`src/rtl/csla_seq_addsub.sv`:
```
// Iterative carry-select add/subtract: one dual-rail chunk adder reused over
// WIDTH in an LSB_W-bit chunk followed by BLK-bit chunks, with valid/ready on both sides.
module csla_seq_addsub #(
    parameter int WIDTH = 66,
    parameter int BLK   = 8,
    parameter int LSB_W = 2
) (
    input  logic             clk,
    input  logic             rst_n,
    input  logic             in_valid,
    output logic             in_ready,
    input  logic             op,
    input  logic [WIDTH-1:0] a,
    input  logic [WIDTH-1:0] b,
    output logic             out_valid,
    input  logic             out_ready,
    output logic [WIDTH-1:0] res,
    output logic             cflag,
    output logic             zflag,
    output logic [1:0]       dbg_state
);

    localparam int LAST_K = (WIDTH - LSB_W) / BLK;
    localparam int CNT_W  = $clog2(LAST_K + 1);

    localparam logic [WIDTH-1:0] BLK_MASK   = {{(WIDTH-BLK){1'b0}}, {BLK{1'b1}}};
    localparam logic [WIDTH-1:0] LSB_MASK   = {{(WIDTH-LSB_W){1'b0}}, {LSB_W{1'b1}}};
    localparam logic [BLK-1:0]   LSB_MASK_B = {{(BLK-LSB_W){1'b0}}, {LSB_W{1'b1}}};

    typedef enum logic [1:0] {
        S_IDLE = 2'd0,
        S_RUN  = 2'd1,
        S_DONE = 2'd2
    } state_t;

    // Handshake: a transfer happens on a rising edge where valid && ready.
    // in_ready is high only in IDLE, out_valid only in DONE, so an accept
    // and a result handoff can never share an edge.

    state_t           state_q, state_d;
    logic [CNT_W-1:0] cnt_q, cnt_d;
    logic             carry_q, carry_d;
    logic             op_q, op_d;
    logic [WIDTH-1:0] a_q, a_d;
    logic [WIDTH-1:0] b_q, b_d;
    logic [WIDTH-1:0] res_q, res_d;
    logic             cflag_q, cflag_d;
    logic             zflag_q, zflag_d;

    int               off;
    logic [WIDTH-1:0] a_sh, b_sh, mask;
    logic [BLK-1:0]   ca, cb;
    logic [BLK:0]     sum0, sum1, sel;
    logic             cout;
    logic [WIDTH-1:0] res_merged;

    // Chunk datapath: both carry-in candidates computed, carry register selects.
    always_comb begin
        off  = (cnt_q == '0) ? 0 : LSB_W + BLK * (int'(cnt_q) - 1);
        mask = (cnt_q == '0) ? LSB_MASK : BLK_MASK;
        a_sh = a_q >> off;
        b_sh = b_q >> off;
        ca   = a_sh[BLK-1:0];
        cb   = b_sh[BLK-1:0];
        if (cnt_q == '0) begin
            ca = ca & LSB_MASK_B;
            cb = cb & LSB_MASK_B;
        end
        sum0 = {1'b0, ca} + {1'b0, cb};
        sum1 = sum0 + {{BLK{1'b0}}, 1'b1};
        sel  = carry_q ? sum1 : sum0;
        // The narrow first chunk carries out of bit LSB_W, not bit BLK.
        cout = (cnt_q == '0) ? sel[LSB_W] : sel[BLK];
        res_merged = (res_q & ~(mask << off))
                   | (({{(WIDTH-BLK){1'b0}}, sel[BLK-1:0]} & mask) << off);
    end

    always_comb begin
        state_d = state_q;
        cnt_d   = cnt_q;
        carry_d = carry_q;
        op_d    = op_q;
        a_d     = a_q;
        b_d     = b_q;
        res_d   = res_q;
        cflag_d = cflag_q;
        zflag_d = zflag_q;
        case (state_q)
            S_IDLE: begin
                if (in_valid) begin
                    a_d     = a;
                    b_d     = op ? ~b : b;
                    op_d    = op;
                    carry_d = op;
                    cnt_d   = '0;
                    state_d = S_RUN;
                end
            end
            S_RUN: begin
                res_d   = res_merged;
                carry_d = cout;
                if (cnt_q == CNT_W'(LAST_K)) begin
                    // Subtract reports borrow, the inverse of the final carry.
                    cflag_d = cout ^ op_q;
                    zflag_d = (res_merged == '0);
                    state_d = S_DONE;
                end else begin
                    cnt_d = cnt_q + 1'b1;
                end
            end
            S_DONE: begin
                if (out_ready) state_d = S_IDLE;
            end
            default: state_d = S_IDLE;
        endcase
    end

    always_ff @(posedge clk or negedge rst_n) begin
        if (!rst_n) begin
            state_q <= S_IDLE;
            cnt_q   <= '0;
            carry_q <= 1'b0;
            op_q    <= 1'b0;
            a_q     <= '0;
            b_q     <= '0;
            res_q   <= '0;
            cflag_q <= 1'b0;
            zflag_q <= 1'b0;
        end else begin
            state_q <= state_d;
            cnt_q   <= cnt_d;
            carry_q <= carry_d;
            op_q    <= op_d;
            a_q     <= a_d;
            b_q     <= b_d;
            res_q   <= res_d;
            cflag_q <= cflag_d;
            zflag_q <= zflag_d;
        end
    end

    assign in_ready  = (state_q == S_IDLE);
    assign out_valid = (state_q == S_DONE);
    assign res       = res_q;
    assign cflag     = cflag_q;
    assign zflag     = zflag_q;
    assign dbg_state = state_q;

endmodule

```
`config.mk`:
```
export PLATFORM = sky130hd
export DESIGN_NAME = csla_seq_addsub
export DESIGN_NICKNAME = d
export VERILOG_FILES = /design/src/rtl/csla_seq_addsub.sv
export SDC_FILE = /design/constraint.sdc
export NUM_CORES = 1
export LEC_CHECK = 0
export ABC_AREA = 1
export BUFFER_PORTS_ARGS = -buffer_cell sky130_fd_sc_hd__buf_2
export CORE_MARGIN = 8
export CORE_UTILIZATION = 52
export CTS_CLUSTER_DIAMETER = 80
export DETAILED_ROUTE_END_ITERATION = 10
export PLACE_DENSITY_LB_ADDON = 0.05
export SLEW_MARGIN = 10
export SYNTH_ARGS = -nofsm -noshare
export SYNTH_HDL_FRONTEND = slang
export SYNTH_SLANG_ARGS = --single-unit
export TNS_END_PERCENT = 50
```
`constraint.sdc`:
```
create_clock -name clk -period 5.8 [get_ports clk]
set_clock_uncertainty 0.2 [all_clocks]
set_input_delay 0.58 -clock clk [delete_from_list [all_inputs] [get_ports clk]]
set_output_delay 0.58 -clock clk [all_outputs]
set_load 0.02 [all_outputs]
```
Word-level counts from Yosys, hierarchy flattened
Cells that the tools add are included.

Register bits after elaboration: 208. Bits in latches: 0. Bits in writable memories: 0. ROM bits: 0. Input bits: 137. Output and inout bits: 72. Memories kept: 0.

Add/subtract/negate cells: 5. Multipliers: 0. Div/mod/pow operators: 0. $lt $le $gt $ge: 0. Equal/unequal tests: 7. Shifts and indexed selects: 4. Multiplexer cells: 16. Bitwise logic cells: 6. Reduce and logical (&&, ||, !) cells: 9.

Operators by type and width (number): $not A66 Y66 (2); $shl A8 B32 Y66 (2); $shr A66 B32 Y8 (2); $and A66 B66 Y66 (1); $logic_not A66 Y1 (1); $mux W66 (1); $or A66 B66 Y66 (1); $mux W32 (1); $mux W8 (3); $add A3 B8 Y9 const A (1); $add A8 B8 Y9 (1); $add A9 B1 Y9 const B (1); $mux W9 (1); $and A8 B8 Y8 (1); $mux W4 (2); $pmux W4 S2 (1); $mux W2 (3); $ne A2 B2 Y1 const B (3); $pmux W2 S3 (1); $reduce_and A2 Y1 (3); $reduce_and A3 Y1 (2); $sub A4 B1 Y5 const B (1); $add A4 B1 Y4 const B (1); $eq A4 B4 Y1 const B (1); other kinds (9) (10).

Longest topological paths before layout
Word-level depth: 12. Depth in mapped cells: 32. Depth with buffers taken out: 30.

Worst setup path after synthesis
Ideal clock, no wire load.

Kind: register to register. Start: register cnt_q[0]. End: register zflag_q, in the netlist zflag. Setup time: 0.065 ns. Arrival: 4.263 ns. Path slack: 1.272 ns. Cell stages (with the launch flop): 31. Path buffers: 3. Clock period less this slack: 4.528 ns. Path through: dfrtp_1 -> buf_6 -> inv_4 -> ha_1 -> nand2_4 -> nand2_1 -> clkbuf_1 -> buf_2 -> o21ai_0 -> o22ai_1 -> a22o_1 -> ha_1 -> inv_1 -> fa_1 -> inv_1 -> ha_1 -> nand2_1 -> o21ai_0 -> inv_1 -> o21ai_0 -> a21oi_1 -> nand2_1 -> nor2_1 -> nand3_1 -> nor2_1 -> nand3_1 -> nor2_1 -> nand2_1 -> nor2_1 -> nand3_1 -> nand2_1.

Cells in the longest elaborated chain, start to end: 12.

Ends and longest elaborated chain: start: declaration (line 41) `logic [CNT_W-1:0] cnt_q, cnt_d;`; start signal: assignment (line 131) `cnt_q <= cnt_d;`; $sub A4 B1 Y5 (line 59) `off = (cnt_q == '0) ? 0 : LSB_W + BLK * (int'(cnt_q) - 1);`; $add A3 B8 Y9 (line 59); $mux W32 (line 59); $shr A66 B32 Y8 (on tied branches) (line 61, 62); $mux W8 (line 65) `if (cnt_q == '0) begin`; $add A8 B8 Y9 (line 69) `sum0 = {1'b0, ca} + {1'b0, cb};`; $add A9 B1 Y9 (line 70) `sum1 = sum0 + {{BLK{1'b0}}, 1'b1};`; $mux W9 (line 71) `sel = carry_q ? sum1 : sum0;`; $and A8 B8 Y8 (line 75) `| (({{(WIDTH-BLK){1'b0}}, sel[BLK-1:0]} & mask) << off);`; $shl A8 B32 Y66 (line 75); $or A66 B66 Y66 (line 75); $logic_not A66 Y1 (line 105) `zflag_d = (res_merged == '0);`; end signal: assignment (line 138) `zflag_q <= zflag_d;`; end: declaration (line 48) `logic zflag_q, zflag_d;`.

Parallel ways exist; a longest one is shown, timed or not. A chain may end at the register's enable or synchronous reset.

Worst setup path after layout
Same ends and word-level chain as after synthesis.

==> metrics.md <==
| Metric | Value |
|---|---|
| Outcome | `finished, final reports clean` |
| Worst hold path class | `in2reg` |
| 1st-iter DRT viols | `762` |
| Layout area overhead | `17.4%` |
| Rows | `54` |
| Worst-Margin Slew | `1100 ps` |
| Clock transition at path regs | `~60 ps` |
| Synth top cells by count | `514 x nand2_1, 208 x dfrtp_1, 158 x o21ai_0` |
| FFs w/ async S/R, synth | `100%` |
| RSZ-0062 raised after global routing | `false` |
| CP max-delay cell | `fa_1` |
| DR WL/cell | `about 18 um` |
| Post_cts resized | `0` |
| Port Buffers | `208` |
| Syn nets | `1607` |
| Yosys cell types | `47` |
| Io pins | `209` |
| HPWL after DPL | `~25000 um` |
| Arr. time, crit path | `5600 ps` |
| First-pass GRT wire length | `about 55000 um` |
| Cts bufs inserted | `23` |
| Nets | `between 1500 and 2000` |
| Later-pin clock latency in the skew report | `about 500 ps` |
| Top cell type's share of synthesized area | `46.3%` |
| First drt pass iteration count | `5` |
| Dominant cells by area after synthesis | `dfrtp_1 46%, nand2_1 17%, o21ai_0 7.0%` |
| Post-synth EDFFs | `0` |
| Final setup margin | `443 ps` |
| H-tree depth | `1` |
| CTS tree | `yes` |
| Final Hold Vio Count | `0` |
| Post-Syn Area | `around 0.011 mm2` |
| Crit Path Class | `reg2reg` |
| Most used cell, CP | `nand2_1` |
| Die Area | `0.0266 mm2` |
| Remaining DRCs | `0` |
| Post-synth top area cell | `dfrtp_1` |
| Grt total ovfl | `0` |
| Fmax | `187 MHz` |
| Synth Register Bits | `208` |
| Placed cells | `1888` |
| Final setup fails | `0` |
| Main synth FF type | `dfrtp_1` |
| Average cell area after synthesis | `7.71 um2` |
| Gr usage total | `25.6%` |
| Final Core Density | `between 60 and 70%` |
| Post-synthesis sequential area ratio | `a little under half` |
| Crit path capture type | `flop` |
| Critical path's largest stage delay | `570 ps` |
| Delay-heaviest family, CP | `simple AND/OR/NAND/NOR gates` |
| Via count of the first global-routing pass | `about 10000` |
| Max Cap Violations | `0` |
| Die Wd | `about 160 um` |
| Count leader, synth | `nand2_1` |
| Height of the die | `163 um` |
| FILL cells | `1955` |
| Yosys warning count | `0` |
| Non-Filler Instances | `1925` |
| Mapped Cells | `1458` |
| Vias per Instance | `5.37` |
| # diodes | `0` |
| Routed WL | `34300 um` |
| Max-slew violations | `0` |
| CTS Sinks | `208` |
| CTS max path bufs | `3` |
| Layout cells sized above 1 | `18.7%` |
| Clock root cell | `clkbuf_16` |
| Final Cycle Share | `92.4%` |
| Startpoint Class | `flop` |
| Sum Neg Setup Slack | `0 ps` |
| Vias | `10300` |
| Critical path required time | `6040 ps` |
| Starting density of the core | `a little over half` |
| Largest net degree at the start of global routing | `164` |
| Critical-path maximum fanout | `30` |
| Worst slew margin | `26.3%` |
| Tmin final | `5360 ps` |
| Antenna viol nets, final | `0` |
| Initial antenna violation count | `0` |
| Pre-CTS setup slack | `574 ps` |
| WP buf/inv | `5` |
| Core area | `0.0216 mm2` |
| Routability cong. | `0.927` |
-- registers in the layout, indices dropped and copies added (netlist names) --
signal	cells
cnt_q	4
carry_q	1
res	66
dbg_state	2
op_q	1
zflag	1
cflag	1
a_q	66
b_q	66
-- timing repair --
action / 4_1_cts / 5_1_grt
endpoints found under the setup margin: 0 / 0
hold endpoints to repair: 45 / 0
setup buffers: 0 / 0
hold buffers: 1 / 0
-- per-stage QoR --
step | instance area, um2 | hold slack, ps
floorplan | 11200 | 84.4
global placement | 12500 | 265
finish | 13200 | 48.0
global route | 13200 | 51.6
detailed placement | 12500 | 266
CTS | 13200 | 35.1
-- area by class of cell --
type / count / area, um2 / area share (%)
clock buffer: 35 / 681 / 5.15
clock inverter: 1 / 30.0 / 0.227
inverter: 74 / 288 / 2.18
multi-input combinational: 1098 / 5430 / 41.1
sequential: 208 / 5200 / 39.4
tap: 280 / 350 / 2.65
timing repair buffer: 229 / 1220 / 9.28
-- cells in the final DEF (no fill, tap or decap), types with 9 or more instances in the layout --
cell and instances:
o21ai_0 158, ha_1 11, a21oi_1 19, nand2_1 512, a31oi_1 15, nor2_1 132, clkbuf_16 23, a211oi_1 9
xnor2_1 68, nor3_1 16, o221ai_1 20, nand3_1 52, inv_2 9, buf_2 206, o22ai_1 17, inv_1 60
dfrtp_1 208, buf_4 20
-- layer usage --
metal	track usage (%)	share of wire, %	wire, um
met4	10.6	3.9	1340
met2	42.0	47	16200
met5	0	0	0
met3	3.50	6.0	2050
met1	33.7	43	14800
-- cells by family after synthesis --
kind of cell / after synthesis / synth area share (%)
AO/OA/AOI/OAI: 259 / 13.2
XOR/XNOR: 69 / 5.37
adder cells (fa/ha/maj): 12 / 1.40
buffers and inverters: 152 / 5.55
flip-flops: 208 / 46.3
AND/OR/NAND/NOR: 758 / 28.1
-- path summary, 6_finish.rpt --
check                      cells after the start  slack [ps]                  endpoint                  from
setup reg to reg                              29         440         zflag$_DFFE_PN0P_  cnt_q[0]$_DFFE_PN0P_
max in group asynchronous                      3        3790       b_q[10]$_DFFE_PN0P_                 rst_n
setup / recovery                              29         440         zflag$_DFFE_PN0P_  cnt_q[0]$_DFFE_PN0P_
hold reg to reg                                2         280       a_q[38]$_DFFE_PN0P_   a_q[38]$_DFFE_PN0P_
hold / removal                                 2          50  dbg_state[1]$_DFFE_PN0P_             out_ready
min in group asynchronous                      2         370       res[25]$_DFFE_PN0P_                 rst_n
Power is not shown: default switching activity piles up to over one toggle a cycle in this logic, so the estimate is an artifact.
